$ cat config.mk
export PLATFORM = sky130hd
export DESIGN_NAME = sample_trigger_flat
export DESIGN_NICKNAME = d
export VERILOG_FILES = /design/src/rtl/sample_trigger_if.sv /design/src/rtl/sample_trigger.sv /design/src/flat_wrapper.sv
export SDC_FILE = /design/constraint.sdc
export NUM_CORES = 1
export LEC_CHECK = 0
export ABC_AREA = 1
export CORE_UTILIZATION = 50
export CTS_BUF_LIST = sky130_fd_sc_hd__clkbuf_4 sky130_fd_sc_hd__clkbuf_8
export DETAILED_ROUTE_END_ITERATION = 12
export PLACE_DENSITY = 0.79
export SLEW_MARGIN = 20
export SYNTH_ARGS = -nofsm -noshare
export SYNTH_HDL_FRONTEND = slang
export SYNTH_SLANG_ARGS = --single-unit
$ cat constraint.sdc
create_clock -name clock -period 2.1 [get_ports clock]
set_input_delay 0.21 -clock clock [delete_from_list [all_inputs] [get_ports clock]]
set_output_delay 0.21 -clock clock [all_outputs]
set_load 0.1 [all_outputs]
$ cat src/rtl/sample_trigger_if.sv
// Controller/probe-side bundle for sample_trigger: arm and config inputs in, capture stream and status out.
// No handshake: sample_valid is a strobe with no backpressure.
interface sample_trigger_if #(
  parameter int DATA_WIDTH  = 8,
  parameter int COUNT_WIDTH = 16
);
  logic                   arm;
  logic [23:0]            divider;
  logic [DATA_WIDTH-1:0]  probe;
  logic [DATA_WIDTH-1:0]  trig_mask;
  logic [DATA_WIDTH-1:0]  trig_value;
  logic [COUNT_WIDTH-1:0] capture_len;
  logic                   run;
  logic                   sample_valid;
  logic [DATA_WIDTH-1:0]  sample_data;
  logic                   done;

  modport master (
    output arm, divider, probe, trig_mask, trig_value, capture_len,
    input  run, sample_valid, sample_data, done
  );

  modport slave (
    input  arm, divider, probe, trig_mask, trig_value, capture_len,
    output run, sample_valid, sample_data, done
  );
endinterface

$ cat src/rtl/sample_trigger.sv
// Logic-analyzer trigger/capture: arms on arm rising edge, triggers on masked match, emits capture_len samples.
// 2-cycle pin-to-compare latency, all outputs registered; sample stream has no backpressure.
module sample_trigger #(
  parameter int DATA_WIDTH  = 8,
  parameter int COUNT_WIDTH = 16
) (
  input  logic             clock,
  input  logic             reset_n,
  input  logic             int_reset,
  sample_trigger_if.slave  bus
);

  typedef enum logic [1:0] {IDLE, ARMED, CAPTURE, DONE} state_t;

  state_t                 state_q, state_d;
  logic [23:0]            count_q, count_d;
  logic [COUNT_WIDTH-1:0] cnt_q, cnt_d;
  logic                   arm_prev_q, arm_prev_d;
  logic [DATA_WIDTH-1:0]  s1_q, s1_d;
  logic [DATA_WIDTH-1:0]  psync_q, psync_d;
  logic                   run_q, run_d;
  logic                   sv_q, sv_d;
  logic                   done_q, done_d;
  logic [DATA_WIDTH-1:0]  data_q, data_d;

  logic                   tick;
  logic                   match;
  logic                   arm_rise;
  logic [COUNT_WIDTH-1:0] eff_len;

  assign tick     = (count_q >= bus.divider);
  assign match    = (((psync_q ^ bus.trig_value) & bus.trig_mask) == '0);
  assign arm_rise = bus.arm & ~arm_prev_q;
  assign eff_len  = (bus.capture_len == '0) ? COUNT_WIDTH'(1) : bus.capture_len;

  always_comb begin
    state_d    = state_q;
    count_d    = count_q;
    cnt_d      = cnt_q;
    arm_prev_d = bus.arm;
    s1_d       = bus.probe;
    psync_d    = s1_q;
    run_d      = 1'b0;
    sv_d       = 1'b0;
    done_d     = 1'b0;
    data_d     = data_q;

    case (state_q)
      IDLE: begin
        count_d = '0;
        cnt_d   = '0;
        if (arm_rise) state_d = ARMED;
      end
      ARMED: begin
        if (tick) begin
          count_d = '0;
          if (match) begin
            // Trigger word is itself sample 1.
            state_d = CAPTURE;
            run_d   = 1'b1;
            sv_d    = 1'b1;
            data_d  = psync_q;
            cnt_d   = COUNT_WIDTH'(1);
          end
        end else begin
          count_d = count_q + 24'd1;
        end
      end
      CAPTURE: begin
        run_d = 1'b1;
        if (cnt_q >= eff_len) begin
          state_d = DONE;
          run_d   = 1'b0;
          done_d  = 1'b1;
          count_d = '0;
        end else if (tick) begin
          count_d = '0;
          sv_d    = 1'b1;
          data_d  = psync_q;
          cnt_d   = cnt_q + COUNT_WIDTH'(1);
        end else begin
          count_d = count_q + 24'd1;
        end
      end
      DONE: begin
        state_d = IDLE;
        count_d = '0;
        cnt_d   = '0;
      end
      default: state_d = IDLE;
    endcase

    if (int_reset) begin
      state_d    = IDLE;
      count_d    = '0;
      cnt_d      = '0;
      arm_prev_d = 1'b0;
      run_d      = 1'b0;
      sv_d       = 1'b0;
      done_d     = 1'b0;
    end
  end

  always_ff @(posedge clock or negedge reset_n) begin
    if (!reset_n) begin
      state_q    <= IDLE;
      count_q    <= '0;
      cnt_q      <= '0;
      arm_prev_q <= 1'b0;
      s1_q       <= '0;
      psync_q    <= '0;
      run_q      <= 1'b0;
      sv_q       <= 1'b0;
      done_q     <= 1'b0;
      data_q     <= '0;
    end else begin
      state_q    <= state_d;
      count_q    <= count_d;
      cnt_q      <= cnt_d;
      arm_prev_q <= arm_prev_d;
      s1_q       <= s1_d;
      psync_q    <= psync_d;
      run_q      <= run_d;
      sv_q       <= sv_d;
      done_q     <= done_d;
      data_q     <= data_d;
    end
  end

  assign bus.run          = run_q;
  assign bus.sample_valid = sv_q;
  assign bus.sample_data  = data_q;
  assign bus.done         = done_q;

endmodule

$ cat src/flat_wrapper.sv
// flat-port wrapper written by rule: the top's interface ports become plain ports
module sample_trigger_flat 
#(
  parameter int DATA_WIDTH  = 8,
  parameter int COUNT_WIDTH = 16
)
  (clock, reset_n, int_reset, bus_arm, bus_divider, bus_probe, bus_trig_mask, bus_trig_value, bus_capture_len, bus_run, bus_sample_valid, bus_sample_data, bus_done);
  sample_trigger_if #(.DATA_WIDTH(DATA_WIDTH), .COUNT_WIDTH(COUNT_WIDTH)) bus_i ();
  input  logic clock;
  input  logic reset_n;
  input  logic int_reset;
  input wire logic [$bits(bus_i.arm)-1:0] bus_arm;
  input wire logic [$bits(bus_i.divider)-1:0] bus_divider;
  input wire logic [$bits(bus_i.probe)-1:0] bus_probe;
  input wire logic [$bits(bus_i.trig_mask)-1:0] bus_trig_mask;
  input wire logic [$bits(bus_i.trig_value)-1:0] bus_trig_value;
  input wire logic [$bits(bus_i.capture_len)-1:0] bus_capture_len;
  output wire logic [$bits(bus_i.run)-1:0] bus_run;
  output wire logic [$bits(bus_i.sample_valid)-1:0] bus_sample_valid;
  output wire logic [$bits(bus_i.sample_data)-1:0] bus_sample_data;
  output wire logic [$bits(bus_i.done)-1:0] bus_done;
  assign bus_i.arm = bus_arm;
  assign bus_i.divider = bus_divider;
  assign bus_i.probe = bus_probe;
  assign bus_i.trig_mask = bus_trig_mask;
  assign bus_i.trig_value = bus_trig_value;
  assign bus_i.capture_len = bus_capture_len;
  assign bus_run = bus_i.run;
  assign bus_sample_valid = bus_i.sample_valid;
  assign bus_sample_data = bus_i.sample_data;
  assign bus_done = bus_i.done;
  sample_trigger #(.DATA_WIDTH(DATA_WIDTH), .COUNT_WIDTH(COUNT_WIDTH)) u_core (.clock(clock), .reset_n(reset_n), .int_reset(int_reset), .bus(bus_i));
endmodule
==> impl_metrics.json, run 1 <==
{
  "outcome": "finished, violations left",
  "violations": "negative setup slack",
  "clkTransAtPathRegs_ps": 90,
  "ys_top_cells_by_count": "nand2_1, inv_1, nor2_1",
  "first_iter_violations": 268,
  "postLayoutCoreUtil_pct": 73.9,
  "synth.top_cell.area_share_pct": 37.1,
  "fp.dieH_um": 99.1,
  "yosysSeqAreaShare_pct": 37.1,
  "holdPathStages": 1,
  "via_per_inst": 5.36,
  "min_path_type": "in -> reg",
  "clockBufferDepth": 2,
  "grt_pass1_vias": 4534,
  "cts_tree": "done",
  "worst_pin_slew_ps": 513,
  "fmax_ghz": 0.466,
  "fill_cells": 666,
  "rr_worst_depth": 11,
  "clock_latency_ps": 360,
  "vias": 4814,
  "wirelength_mm": 13.5,
  "syn_area_um2": 4720,
  "grt_overflow": 0,
  "numClockSinks": 70,
  "dpl.hpwl_mm": 8.43,
  "yosysWarningCount": 0,
  "synth_area_leaders": "dfrtp_1, nand2_1, ha_1, inv_1, nor2_1",
  "setup-tns-final_ps": -433,
  "avgSynthCellArea_um2": 7.49,
  "slew_viol_final": 0,
  "rsz0062_at_grt": "true",
  "postRouteAntennaNets": 0,
  "critical_path_class": "reg -> reg",
  "clock_skew_ps": 9.70,
  "grt_pass1_wl_mm": 20.1,
  "finalHoldViolCount": 0,
  "drc": 0,
  "io_pins": 79,
  "maxSlewHeadroom_pct": 65.8,
  "drive_gt1_share_pct": 25.8,
  "grt_max_degree": 71,
  "die_area_um2": 9820,
  "powerDensity_nw_per_um2": 754,
  "async_reset_ff_share_pct": 100,
  "yosys_register_bits": 70,
  "ir_drop_mv": 0.732,
  "insertedDiodeCount": 0,
  "cts_made_buffers": 9,
  "numPortBuffers": 78,
  "grt_usage_pct": 25.5,
  "path_max_fanout": 6,
  "dominantRegCellSynth": "dfrtp_1",
  "ys_types": 41,
  "grt_antenna_before_repair": 0,
  "worst_slack_ps": -43.7,
  "syn_nets": 745,
  "power_leakage_uw": 0.00340,
  "cp-start-kind": "flip-flop",
  "start_util_pct": 51.3,
  "fin_nets": 897,
  "period_share_pct": 102,
  "synthCells": 630,
  "htreeDepth": 3,
  "gp_congestion": 0.930,
  "root_buffer": "clkbuf_8",
  "die_w_um": 99.1,
  "yosys.area.top_type": "dfrtp_1",
  "core-area_um2": 9200,
  "core.rowCount": 35,
  "dr.pass1.iters": 5,
  "synth.most_common_cell": "nand2_1",
  "finalSetupViolations": 24,
  "min_period_ps": 2140,
  "end_kind": "flip-flop",
  "worstPathArrival_ps": 2380,
  "wl_per_cell_um": 15.0,
  "area_delta_synth_final_pct": 44.1,
  "worstPathRequired_ps": 2330,
  "synth_edf_count": 0,
  "maxCapViolCount": 0
}
## cells by family after synthesis
| kind of cell | Yosys count | synth area share [%] |
|---|---|---|
| fa+ha+maj | 47 | 12.5 |
| buf+inv | 107 | 9.26 |
| xor+xnor | 17 | 3.16 |
| compound gates | 62 | 7.54 |
| flops | 70 | 37.1 |
| simple gates | 327 | 30.4 |
## final timing paths
path                                         start                 end  slack [ps]
worst max-delay path            u_core.count_q[15]     u_core.cnt_q[3]         -40
worst min-delay path                  bus_probe[3]   u_core.psync_d[3]         280
worst max register to register  u_core.count_q[15]     u_core.cnt_q[3]         -40
worst min register to register   u_core.psync_d[5]   u_core.psync_q[5]         350
max in group asynchronous                  reset_n  u_core.count_q[17]        1350
min in group asynchronous                  reset_n     u_core.cnt_q[8]         450
## per-layer routing
layer  part of all wire (%)  track usage [%]
met1                     41             33.0
met2                     49             43.7
met3                    7.2             4.22
met4                    2.6             8.60
met5                      0                0
## where the power goes
part           switching [µW]  total, µW  internal, µW
registers                99.3       1570          1480
clock network             604       1060           455
logic                    1640       2490           850
## critical path, cell delays in order, from the launching register on
cell     delay, ps
dfrtp_1        390
ha_1           320
nand2_2        100
nor2_4         110
nand4_1        140
nor2_2         150
nand2_2        120
nand3_4        110
nand2_4         90
buf_12         160
o21ai_0        260
nand2_2         80
## through the flow
stage	total power, µW	hold WS, ps	cell area (µm²)	cells	worst slack (ps)
after global placement	3400	259	5920	859	-539
final	5130	282	6800	898	-43.7
after global routing	5380	262	6800	898	-149
after CTS	4720	270	6230	881	2.31
after floorplan	2910	-85.6	4720	630	109
after detailed placement	3470	262	5920	859	-621
## registers in the layout, summed over array words and instances (netlist names), 2 cells and up
| name | flops |
|---|---|
| u_core.cnt_q | 16 |
| u_core.count_q | 24 |
| u_core.psync_d | 8 |
| u_core.state_q | 2 |
| u_core.psync_q | 8 |
| u_core.bus.sample_data | 8 |
## cell type report
class	count	area, µm²	share of cell area, %
multi-input combinational	458	3040	44.8
timing repair buffer	143	1290	19.0
tap	111	139	2.04
clock buffer	9	124	1.82
sequential	70	1750	25.8
inverter	100	383	5.63
clock inverter	7	62.6	0.920
## cells in the final DEF, fill, tap and decap left out, types with 9 or more instances in the layout
| master | netlist | final |
|---|---|---|
| ha_4 | 0 | 12 |
| xor2_1 | 13 | 13 |
| nand3_2 | 1 | 10 |
| clkbuf_2 | 1 | 12 |
| nand3_1 | 40 | 29 |
| buf_4 | 0 | 61 |
| clkbuf_8 | 0 | 9 |
| nand2_1 | 162 | 129 |
| a21oi_1 | 19 | 16 |
| nand2_2 | 2 | 28 |
| inv_1 | 98 | 94 |
| dfrtp_1 | 70 | 70 |
| o21ai_0 | 29 | 24 |
| clkdlybuf4s50_1 | 0 | 50 |
| nor2_1 | 79 | 73 |
| ha_1 | 47 | 35 |
## timing repair
item | CTS | global route
hold endpoints to repair | 70 | 0
cloned | 4 | 4
endpoints found under the setup margin | 52 | 51
pin swaps | 10 | 54
buffers inserted | 1 | 13
hold buffers | 1 | 0
resized for setup | 34 | 118
No activity file was read; power rests on OpenSTA's default activity.
==> inputs of run 2 (changes only) <==
--- a/config.mk
+++ b/config.mk
@@ -8,9 +8,10 @@
 export ABC_AREA = 1
 export CORE_UTILIZATION = 50
 export CTS_BUF_LIST = sky130_fd_sc_hd__clkbuf_4 sky130_fd_sc_hd__clkbuf_8
+export CTS_CLUSTER_SIZE = 10
 export DETAILED_ROUTE_END_ITERATION = 12
 export PLACE_DENSITY = 0.79
-export SLEW_MARGIN = 20
+export RECOVER_POWER = 25
 export SYNTH_ARGS = -nofsm -noshare
 export SYNTH_HDL_FRONTEND = slang
 export SYNTH_SLANG_ARGS = --single-unit
==> run 2 against run 1 <==
- sequential share of layout area unchanged
- combinational power about the same
- setup slack about the same
- worst hold slack gained 71 ps
- clock power hardly changed
- sequential cell count unchanged
- total power barely moved
- the run still ends with negative setup slack left
- non-clock buffer count did not move
- fmax about the same
- clock skew barely moved
- final cell count stayed put
==> impl_metrics.json, run 2 (synthesis gave the netlist of run 1 again) <==
{
  "dpl.hpwl_mm": 8.43,
  "end_kind": "flip-flop",
  "grt_pass1_vias": 4534,
  "final_common_cell": "nand2_1",
  "placed_cell_area_um2": 5920,
  "grt_max_degree": 71,
  "finalSetupViolations": 24,
  "numClockSinks": 70,
  "start_util_pct": 51.3,
  "rsz0062_at_grt": "true",
  "min_from": "u_core.psync_d[5]",
  "vias": 4795,
  "maxCapViolCount": 0,
  "die_area_um2": 9820,
  "powerDensity_nw_per_um2": 754,
  "clockBufferDepth": 2,
  "grt_pass1_wl_mm": 20.1,
  "cts_tree": "done",
  "ir_drop_mv": 0.736,
  "htreeDepth": 3,
  "insertedDiodeCount": 0,
  "p_total_uw": 5130,
  "reg2reg_from": "u_core.count_q[15]",
  "clkTransAtPathRegs_ps": 80,
  "fmax_ghz": 0.466,
  "via_per_inst": 5.34,
  "min_path_type": "reg -> reg",
  "numPortBuffers": 78,
  "slew_viol_final": 0,
  "io_pins": 79,
  "dr.pass1.iters": 5,
  "core.rowCount": 35,
  "outcome": "finished, violations left",
  "worst_slack_ps": -43.8,
  "fin_nets": 897,
  "worstPathRequired_ps": 2330,
  "gp_congestion": 0.930,
  "period_share_pct": 102,
  "min_period_ps": 2140,
  "critPathLaunch": "u_core.count_q[15]",
  "violations": "negative setup slack",
  "cts_made_buffers": 9,
  "worstPathArrival_ps": 2370,
  "clock_skew_ps": 10.0,
  "rrSetupSlack_ps": -40,
  "core-area_um2": 9200,
  "clock_latency_ps": 360,
  "area_delta_synth_final_pct": 44.1,
  "setup-tns-final_ps": -451,
  "mostFrequentLayoutCells": "nand2_1, inv_1, nor2_1, dfrtp_1, buf_4",
  "grt_antenna_before_repair": 0,
  "drive_gt1_share_pct": 25.8,
  "place_ws_ps": -621,
  "first_iter_violations": 269,
  "postLayoutCoreUtil_pct": 73.9,
  "postRouteAntennaNets": 0,
  "grt_usage_pct": 25.5,
  "worst_pin_slew_ps": 512,
  "fin_area_um2": 6800,
  "grt_overflow": 0,
  "die_w_um": 99.1,
  "power_leakage_uw": 0.00340,
  "wl_per_cell_um": 15.0,
  "fill_cells": 666,
  "largest_reg_flops": 24,
  "regMostFlops": "u_core.count_q",
  "reg_top3": "u_core.count_q x24, u_core.cnt_q x16",
  "cp-start-kind": "flip-flop",
  "maxSlewHeadroom_pct": 65.9,
  "fp.dieH_um": 99.1,
  "drc": 0,
  "wirelength_mm": 13.5,
  "critical_path_class": "reg -> reg",
  "path_max_fanout": 6,
  "root_buffer": "clkbuf_8",
  "finalHoldViolCount": 0
}
## run 2: layout make-up
type	count	area (µm²)	share of cell area, %
inverter	100	383	5.63
clock buffer	9	124	1.82
sequential	70	1750	25.8
clock inverter	7	62.6	0.920
tap	111	139	2.04
multi-input combinational	458	3040	44.8
timing repair buffer	143	1290	19.0
## run 2: metrics by stage
stage | cells | hold slack [ps]
floorplan | 630 | -85.6
global placement | 859 | 259
detailed placement | 859 | 262
CTS | 881 | 270
global route | 898 | 364
finish | 898 | 353
## run 2: final timing paths
kind	depth (start not counted)	to
worst max-delay path	11	u_core.cnt_q[3]
worst min-delay path	0	u_core.psync_q[5]
worst max register to register	11	u_core.cnt_q[3]
worst min register to register	0	u_core.psync_q[5]
max in group asynchronous	3	u_core.count_q[17]
min in group asynchronous	3	u_core.cnt_q[8]
## run 2: worst max-delay path, cell delays in order (launching register included)
cell and delay, ps:
dfrtp_1 390, ha_1 320, nand2_2 100, nor2_4 110, nand4_1 140, nor2_2 150, nand2_2 120, nand3_4 110
nand2_4 90, buf_12 160, o21ai_0 260, nand2_2 80
## run 2: routing by layer
layer  GRT usage (%)  vias to the layer above  part of all wire, %
li1                -                     2319                    -
met1            33.0                     2222                   41
met2            43.7                      212                   50
met3            4.22                       42                  7.2
met4            8.60                        0                  2.4
met5               0                        -                    0
## run 2: what timing repair did
action                                  in CTS  in global routing
cloned                                       4                  4
pin swaps                                   10                 54
buffers inserted                             1                 13
gates resized for setup                     34                118
endpoints found under the setup margin      52                 51
endpoints found under the hold margin       70                  0
hold buffers                                 1                  0
## run 2: power by group
| group | total, µW | switching [µW] | leakage, µW | internal (µW) |
|---|---|---|---|---|
| Sequential | 1580 | 99.7 | 0.000927 | 1480 |
| Clock | 1060 | 605 | 0.0000931 | 456 |
| Combinational | 2490 | 1640 | 0.00238 | 847 |
| Total | 5130 | 2350 | 0.00340 | 2780 |
==> inputs of run 3 (changes only) <==
--- a/config.mk
+++ b/config.mk
@@ -6,11 +6,12 @@
 export NUM_CORES = 1
 export LEC_CHECK = 0
 export ABC_AREA = 1
+export CAP_MARGIN = 20
 export CORE_UTILIZATION = 50
 export CTS_BUF_LIST = sky130_fd_sc_hd__clkbuf_4 sky130_fd_sc_hd__clkbuf_8
 export CTS_CLUSTER_SIZE = 10
 export DETAILED_ROUTE_END_ITERATION = 12
-export PLACE_DENSITY = 0.79
+export PLACE_DENSITY = 0.77
 export RECOVER_POWER = 25
 export SYNTH_ARGS = -nofsm -noshare
 export SYNTH_HDL_FRONTEND = slang
==> run 3 against run 2 <==
- the flow still finishes with violations (negative setup slack)
- critical path type unchanged
- non-clock buffer count is the same
- clock power grew 39%
- wire length shrank 2.6%
- die area is the same
- critical endpoint is now u_core.bus.sample_data[0]
- highest routed layer unchanged
- count of clock-buffer cells in the layout is the same
- largest cell class unchanged
- via count shrank 0.60%
==> impl_metrics.json, run 3 (synthesis gave the netlist of run 1 again) <==
{
  "outcome": "finished, violations left",
  "violations": "negative setup slack",
  "period_share_pct": 103,
  "start_util_pct": 51.3,
  "grt_overflow": 0,
  "area_delta_synth_final_pct": 45.7,
  "vias": 4766,
  "clkTransAtPathRegs_ps": 80,
  "ir_drop_mv": 0.706,
  "clock_skew_ps": 11.5,
  "setup-tns-final_ps": -499,
  "root_buffer": "clkbuf_8",
  "grt_antenna_before_repair": 0,
  "grt_usage_pct": 26.1,
  "slew_viol_final": 0,
  "rsz0062_at_grt": "true",
  "fp.dieH_um": 99.1,
  "p_total_uw": 5600,
  "first_iter_violations": 301,
  "fin_nets": 897,
  "grt_max_degree": 71,
  "powerDensity_nw_per_um2": 815,
  "cts_made_buffers": 9,
  "holdPathStages": 0,
  "final_cells": 898,
  "critical_path_class": "reg -> reg",
  "insertedDiodeCount": 0,
  "worstPathArrival_ps": 2410,
  "dpl.hpwl_mm": 8.26,
  "final_common_cell": "nand2_1",
  "io_pins": 79,
  "fmax_ghz": 0.464,
  "die_w_um": 99.1,
  "postRouteAntennaNets": 0,
  "regMostFlops": "u_core.count_q",
  "worstPathRequired_ps": 2350,
  "drive_gt1_share_pct": 25.0,
  "gp_congestion": 0.920,
  "mostFrequentLayoutCells": "nand2_1, inv_1, nor2_1, dfrtp_1, buf_4",
  "grt_pass1_vias": 4644,
  "worst_pin_slew_ps": 968,
  "grt_pass1_wl_mm": 20.4,
  "wl_per_cell_um": 14.6,
  "worst_hold_slack_ps": 347,
  "maxCapViolCount": 0,
  "path_max_fanout": 8,
  "via_per_inst": 5.31,
  "min_path_type": "reg -> reg",
  "drc": 0,
  "worst_slack_ps": -57.4,
  "place_ws_ps": -664,
  "rr_worst_depth": 14,
  "cp-start-kind": "flip-flop",
  "clock_latency_ps": 360,
  "cts_tree": "done",
  "dr.pass1.iters": 7,
  "numPortBuffers": 78,
  "numClockSinks": 70,
  "reg_top3": "u_core.count_q x24, u_core.cnt_q x16",
  "clockBufferDepth": 2,
  "wirelength_mm": 13.1,
  "power_leakage_uw": 0.00342,
  "htreeDepth": 3,
  "min_period_ps": 2160,
  "largest_reg_flops": 24,
  "core-area_um2": 9200,
  "finalHoldViolCount": 0,
  "maxSlewHeadroom_pct": 35.5,
  "fill_cells": 660,
  "core.rowCount": 35,
  "end_kind": "flip-flop",
  "dp.cells": 861,
  "die_area_um2": 9820,
  "finalSetupViolations": 17
}
[run 3: area by class of cell]
class	instances	area, µm²	share of cell area (%)
sequential	70	1750	25.5
clock buffer	9	124	1.80
inverter	100	380	5.54
timing repair buffer	143	1320	19.2
tap	111	139	2.02
multi-input combinational	458	3010	43.9
clock inverter	7	146	2.13
[run 3: path summary, 6_finish.rpt]
path,start,endpoint,slack [ps]
min in group asynchronous,reset_n,u_core.cnt_q[10],660
setup reg to reg,u_core.count_q[10],u_core.bus.sample_data[0],-60
hold reg to reg,u_core.psync_d[6],u_core.psync_q[6],350
max in group asynchronous,reset_n,u_core.cnt_q[4],780
setup / recovery,u_core.count_q[10],u_core.bus.sample_data[0],-60
hold / removal,u_core.psync_d[6],u_core.psync_q[6],350
[run 3: power by group]
group / leakage, µW / internal, µW / switching, µW
Sequential: 0.000927 / 1480 / 107
Clock: 0.000134 / 915 / 555
Combinational: 0.00236 / 902 / 1640
Total: 0.00342 / 3290 / 2310
[run 3: worst max-delay path: stages, from the launching register on]
cell	delay [ps]
dfrtp_1	410
ha_1	290
nand2_2	50
inv_2	60
buf_6	90
nand4_1	130
nor2_2	140
nand2_2	120
nand2_4	130
buf_6	150
nand2_2	70
nand2_2	80
nand3_4	150
nand2_1	120
nand2_1	50
[run 3: routing by layer]
metal,GRT usage [%],vias up,wire [µm]
met5,0,-,0
met4,10.6,0,314
met3,4.99,36,899
met2,44.8,194,6480
met1,32.5,2216,5430
li1,-,2320,-
[run 3: stage by stage]
| step | utilization (%) | cell area, µm² |
|---|---|---|
| after floorplan | - | 4720 |
| after global placement | 64.5 | 5930 |
| after detailed placement | 64.5 | 5930 |
| after CTS | 69.0 | 6350 |
| after global routing | 74.7 | 6870 |
| final | 74.7 | 6870 |
[run 3: timing repair]
item	in CTS	in global routing
gates cloned	6	3
hold endpoints to repair	70	0
hold buffers	1	0
gates resized for setup	41	96
buffers inserted	2	9
endpoints found under the setup margin	52	52
pin swaps	15	41
